--- config.mk ---
export PLATFORM = sky130hd
export DESIGN_NAME = lc3_regfile_mp
export DESIGN_NICKNAME = d
export VERILOG_FILES = /design/src/rtl/lc3_regfile_pkg.sv /design/src/rtl/lc3_regfile_clear_seq.sv /design/src/rtl/lc3_regfile_mp.sv
export SDC_FILE = /design/constraint.sdc
export NUM_CORES = 1
export LEC_CHECK = 0
export ABC_AREA = 1
export CAP_MARGIN = 25
export CELL_PAD_IN_SITES_DETAIL_PLACEMENT = 1
export CELL_PAD_IN_SITES_GLOBAL_PLACEMENT = 2
export CORE_AREA = 5 5 168 170
export DETAILED_ROUTE_END_ITERATION = 8
export DIE_AREA = 0 0 173 175
export GPL_TIMING_DRIVEN = 0
export MAX_ROUTING_LAYER = met4
export PLACE_DENSITY = 0.75
export SLEW_MARGIN = 20
export SYNTH_ARGS = -nofsm -noshare
export SYNTH_HDL_FRONTEND = slang
export SYNTH_SLANG_ARGS = --single-unit
--- constraint.sdc ---
create_clock -name i_CLK -period 1.9 [get_ports i_CLK]
set_input_delay 0.475 -clock i_CLK [delete_from_list [all_inputs] [get_ports i_CLK]]
set_output_delay 0.475 -clock i_CLK [all_outputs]
set_load 0.05 [all_outputs]
--- src/rtl/lc3_regfile_pkg.sv ---
// rtl/lc3_regfile_pkg.sv - shared types and constants for the LC-3 multi-port register file
package lc3_regfile_pkg;

  typedef enum logic {
    ST_CLEAR,
    ST_RUN
  } state_e;

  localparam int CC_N = 2;
  localparam int CC_Z = 1;
  localparam int CC_P = 0;

  localparam logic [2:0] CC_RESET = 3'b010;

endpackage

--- src/rtl/lc3_regfile_clear_seq.sv ---
// rtl/lc3_regfile_clear_seq.sv - post-reset clear sequencer sweeping every register address once
module lc3_regfile_clear_seq
  import lc3_regfile_pkg::*;
#(
  parameter int ADDR_W = 3
) (
  input  logic              i_clk,
  input  logic              i_rst_n,
  output logic              o_busy,
  output logic              o_run,
  output logic [ADDR_W-1:0] o_clr_addr,
  output logic              o_clr_we
);

  state_e            state_q, state_d;
  logic [ADDR_W-1:0] cnt_q, cnt_d;
  logic              busy_q, busy_d;

  always_comb begin
    state_d = state_q;
    cnt_d   = cnt_q;
    busy_d  = busy_q;
    if (state_q == ST_CLEAR) begin
      cnt_d = cnt_q + 1'b1;
      // Last address written on this edge, so leave CLEAR and drop busy together.
      if (&cnt_q) begin
        state_d = ST_RUN;
        busy_d  = 1'b0;
      end
    end
  end

  always_ff @(posedge i_clk) begin
    if (!i_rst_n) begin
      state_q <= ST_CLEAR;
      cnt_q   <= '0;
      busy_q  <= 1'b1;
    end else begin
      state_q <= state_d;
      cnt_q   <= cnt_d;
      busy_q  <= busy_d;
    end
  end

  assign o_busy     = busy_q;
  assign o_run      = (state_q == ST_RUN);
  assign o_clr_addr = cnt_q;
  assign o_clr_we   = (state_q == ST_CLEAR);

endmodule

--- src/rtl/lc3_regfile_mp.sv ---
// rtl/lc3_regfile_mp.sv - parametrised multi-read-port register file with bypass, clear and NZP
module lc3_regfile_mp
  import lc3_regfile_pkg::*;
#(
  parameter int DATA_W = 16,
  parameter int ADDR_W = 3,
  parameter int NUM_RD = 2,
  parameter int BYPASS = 1
) (
  input  logic                     i_CLK,
  input  logic                     i_RST_N,
  input  logic                     i_LD_REG,
  input  logic                     i_LD_CC,
  input  logic [ADDR_W-1:0]        i_DR_Addr,
  input  logic [NUM_RD*ADDR_W-1:0] i_SR_Addr,
  input  logic [DATA_W-1:0]        i_bus,
  output logic [NUM_RD*DATA_W-1:0] o_SR,
  output logic [2:0]               o_NZP,
  output logic                     o_busy
);

  localparam int DEPTH = 1 << ADDR_W;

  logic [DATA_W-1:0] mem_q [DEPTH];

  logic              run;
  logic              seq_run;
  logic              clr_we;
  logic [ADDR_W-1:0] clr_addr;

  logic              wr_en;
  logic [ADDR_W-1:0] wr_addr;
  logic [DATA_W-1:0] wr_data;

  logic [NUM_RD*DATA_W-1:0] sr_q, sr_d;
  logic [2:0]               nzp_q, nzp_d;
  logic [DATA_W-1:0]        rd_val [NUM_RD];

  lc3_regfile_clear_seq #(
    .ADDR_W(ADDR_W)
  ) u_clear_seq (
    .i_clk     (i_CLK),
    .i_rst_n   (i_RST_N),
    .o_busy    (o_busy),
    .o_run     (seq_run),
    .o_clr_addr(clr_addr),
    .o_clr_we  (clr_we)
  );

  assign run = seq_run && i_RST_N;

  // Single write port shared between the clear sweep and normal loads.
  always_comb begin
    wr_en   = 1'b0;
    wr_addr = i_DR_Addr;
    wr_data = i_bus;
    if (i_RST_N) begin
      if (clr_we) begin
        wr_en   = 1'b1;
        wr_addr = clr_addr;
        wr_data = '0;
      end else if (i_LD_REG) begin
        wr_en = 1'b1;
      end
    end
  end

  always_ff @(posedge i_CLK) begin
    if (wr_en) begin
      mem_q[wr_addr] <= wr_data;
    end
  end

  for (genvar k = 0; k < NUM_RD; k++) begin : g_rd
    logic [ADDR_W-1:0] rd_addr;
    logic              hit;
    assign rd_addr   = i_SR_Addr[k*ADDR_W +: ADDR_W];
    assign hit       = (BYPASS != 0) && i_LD_REG && (rd_addr == i_DR_Addr);
    assign rd_val[k] = hit ? i_bus : mem_q[rd_addr];
  end

  always_comb begin
    sr_d = '0;
    if (run) begin
      for (int k = 0; k < NUM_RD; k++) begin
        sr_d[k*DATA_W +: DATA_W] = rd_val[k];
      end
    end
  end

  always_comb begin
    nzp_d = nzp_q;
    if (run && i_LD_REG && i_LD_CC) begin
      nzp_d = '0;
      if (i_bus[DATA_W-1]) begin
        nzp_d[CC_N] = 1'b1;
      end else if (i_bus == '0) begin
        nzp_d[CC_Z] = 1'b1;
      end else begin
        nzp_d[CC_P] = 1'b1;
      end
    end
  end

  always_ff @(posedge i_CLK) begin
    if (!i_RST_N) begin
      sr_q  <= '0;
      nzp_q <= CC_RESET;
    end else begin
      sr_q  <= sr_d;
      nzp_q <= nzp_d;
    end
  end

  assign o_SR  = sr_q;
  assign o_NZP = nzp_q;

endmodule

==> run_results.csv <==
group,metric,value,unit
global_routing,grt_util_all_layers,22.8,%
timing,rsz0062_at_grt,"false",
pwr,p_per_area,882,mW/mm²
setup_path,r2r_cells,9,
timing,tightest_slew,820,ps
floorplan,core,0.0266,mm²
synthesis,synth-compound-area-share,6.07,%
setup_path,cp_top_family,"buffers and inverters",
synthesis,yosys_warnings,0,
finish,area_growth,24.3,%
floorplan,die_h,175,µm
global_routing,grt_max_degree,17,
clock_tree,cts_tree,"built",
global_routing,grt_overflow,0,
clock_tree,hold_buffers,0,
setup_path,cp-start-kind,"primary input",
synthesis,synth_mux_area_share,0,%
timing,hold_viol_final,0,
synthesis,synth_area_leaders,"edfxtp_1 46%, nand2_1 15%, nand3_1 11%",
floorplan,die_x,173,µm
finish,final_cells,1453,
clock_tree,root_buffer,"clkbuf_16",
pwr,irDropWorstVdd,0.493,mV
global_routing,antenna_found_initial,0,
synthesis,ys_ff_latch,168,
clock_tree,clkTransAtPathRegs,70,ps
synthesis,synthAdderAreaFrac,0.300,%
setup_path,worst_path_most_repeated_cell,"nand3_1",
synthesis,ys_seq_area_share,55.6,%
timing,setup_viol,0,
drt,route.detailed.drc,0,
place,placedCellCount,1407,
place,place.gp.congestion,0.847,
setup_path,worst-path-buf-inv,4,
place,placed_area,0.00943,mm²
synthesis,synth_nets,1038,
drt,via_count,7500,
timing,final.period_utilization,97.1,%
timing,skew,14.3,ps
synthesis,syn_inst,1007,
status,status,"completed",
place,place_hpwl,23300,µm
synthesis,synth_top_family_by_area,"simple AND/OR/NAND/NOR gates",
drt,drt-pass1-iter-count,5,
finish,antennaDiodeCount,0,
floorplan,top_level_ports,65,
finish,final_core_util,39.1,%
drt,drt-wirelength-per-cell,23.1,µm
floorplan,dieArea,0.0303,mm²
timing,slew_headroom,45.3,%
drt,drt-initial-drc-count,541,
setup_path,cpPeakStageDelay,410,ps
setup_path,cp.required,2210,ps
finish,finalNetCount,1130,
pwr,p_leak,4.26,nW
floorplan,row_count,60,
worst_hold_path,holdPathStages,2,
synthesis,synth_area_leader_cell,"edfxtp_1",
setup_path,crit_type,"in2reg",
synthesis,synthesis.area,0.00835,mm²
clock_tree,clk_latency,430,ps
drt,vias_per_cell,5.16,
clock_tree,cts_buffers,17,
global_routing,grt_pass1_vias,7912,
timing,timing.fmax,0.542,GHz
clock_tree,cts.sinks,168,
timing,min_period,1840,ps
setup_path,r2r-end,"o_SR[21]$_SDFF_PN0_",
setup_path,critPathMaxFanout,10,
finish,stdcell_area,0.0104,mm²
setup_path,arrival,2160,ps
timing,tns,0,ps
timing,maxSlewViolCount,0,
setup_path,cp_cell_sequence,"clkdlybuf4s50_1 -> inv_1 -> buf_2 -> clkbuf_4 -> nand3_1 -> nand3_1 -> nand2_1 -> a21oi_1 -> nor2_1",
setup_path,path_depth,9,
setup_path,r2r_slack,120,ps
synthesis,avgSynthCellArea,8.30,µm²
worst_hold_path,min_to,"u_clear_seq.o_busy$_SDFFE_PN1P_",
setup_path,slowest_stage,"clkdlybuf4s50_1",
drt,route.antenna.remaining_nets,0,
synthesis,synth.top_cell.area_share,46.0,%
setup_path,cp-end-kind,"flip-flop",
synthesis,synth-simple-area-share,31.1,%
worst_hold_path,hold_class,"reg2reg",
setup_path,r2r-start,"u_clear_seq.o_run$_SDFF_PN0_",
worst_hold_path,hp-start,"u_clear_seq.o_busy$_SDFFE_PN1P_",
synthesis,synth_cell_type_count,27,
clock_tree,htreeDepth,4,
global_routing,grt_pass1_wl,49900,µm
job,max_cap_violations,0,
clock_tree,ctsLongestPathBuffers,2,
place,portBuffers,59,
floorplan,start_util,31.4,%
synthesis,yosys.area_share.xor_xnor,0,%
drt,routed_wl,33500,µm
pwr,power.total,9.15,mW
finish,drive_gt1_share,11.6,%
==> power by group <==
group / internal [mW] / switching (mW)
clock: 2.21 / 1.50
combinational: 0.401 / 0.925
sequential: 4.07 / 0.0471
==> worst min-delay path, stage by stage (launching register included) <==
cell     delay (ps)
dfxtp_1         310
nand2_1          60
nand2_1          40
==> what timing repair did <==
action / 4_1_cts / 5_1_grt
pin swaps: 8 / 0
setup buffers: 14 / 0
gates resized for setup: 59 / 27
cloned: 0 / 0
setup endpoints to repair: 236 / 170
==> synthesized netlist by cell type <==
library cell and n:
dfxtp_1 40, a31oi_1 1, a21oi_2 6, a21oi_1 41, inv_1 58, nand2_1 334
buf_4 7, o21ai_0 45, nand3_2 3, nand3_1 177, buf_1 8, nand2_2 3
o21ai_1 2, edfxtp_1 128, buf_2 19, o211ai_1 1, nor3_1 1, nor2_4 4
inv_2 4, buf_6 6, nor2_2 1, clkinv_1 2, nor2_1 83, clkbuf_1 25
nand4_1 5, nand2_4 1, ha_1 2
==> sequential cells by signal (all words and copies together) (netlist names) <==
register                count
u_clear_seq.o_busy          1
u_clear_seq.o_clr_addr      3
mem_q                     128
o_NZP                       3
u_clear_seq.o_run           1
o_SR                       32
==> how the worst max path moves through the flow <==
| stage | start | to | slack [ps] |
|---|---|---|---|
| 6_report | i_SR_Addr[4] | o_SR[30]$_SDFF_PN0_ | 60 |
| 5_1_grt | i_SR_Addr[4] | o_SR[30]$_SDFF_PN0_ | 0.8 |
| 4_1_cts | i_RST_N | o_SR[30]$_SDFF_PN0_ | -130 |
| 3_5_place_dp | i_RST_N | mem_q[2][12]$_DFFE_PP_ | -990 |
| 3_3_place_gp | i_RST_N | mem_q[3][12]$_DFFE_PP_ | -1820 |
| 2_1_floorplan | i_RST_N | mem_q[2][0]$_DFFE_PP_ | -80 |
==> cell families (layout without fill, tap and decap cells) <==
| kind of cell | after synthesis | after routing |
|---|---|---|
| buffers and inverters | 129 | 234 |
| AO/OA/AOI/OAI | 96 | 96 |
| flip-flops | 168 | 168 |
| AND/OR/NAND/NOR | 612 | 612 |
| adder cells (fa/ha/maj) | 2 | 2 |
==> layout make-up <==
cell class | instances | area (µm²)
repair buffers | 73 | 816
clock buffers | 21 | 440
fillers | 3174 | 16200
clock inverters | 11 | 171
multi-input cells | 710 | 3270
flip-flops and latches | 168 | 4640
well taps | 341 | 427
plain buffers | 65 | 377
inverters | 64 | 244
==> per-layer routing <==
layer | up-vias | part of all wire, % | GRT usage [%]
met5 | - | 0 | -
met4 | 0 | 3.0 | 7.42
met3 | 53 | 4.5 | 3.31
met2 | 217 | 48 | 37.9
met1 | 3697 | 45 | 28.9
li1 | 3533 | - | -
==> through the flow <==
stage	hold slack, ps	setup slack, ps
2_1_floorplan	476	-79.0
3_3_place_gp	445	-1820
3_5_place_dp	441	-991
4_1_cts	456	-125
5_1_grt	494	0.787
6_report	446	55.0
==> cells in the final DEF, fill, tap and decap left out, drive strengths merged, types with 5 or more instances in the layout <==
cell type,synthesis,final
clkbuf,25,54
nand4,5,5
edfxtp,128,128
clkdlybuf4s50,0,22
nand2,338,338
o21ai,47,47
inv,62,64
buf,40,46
nand3,180,180
clkinv,2,6
a21oi,47,47
dfxtp,40,40
dlygate4sd2,0,36
nor2,88,88
No activity file was read; power rests on OpenSTA's default activity.
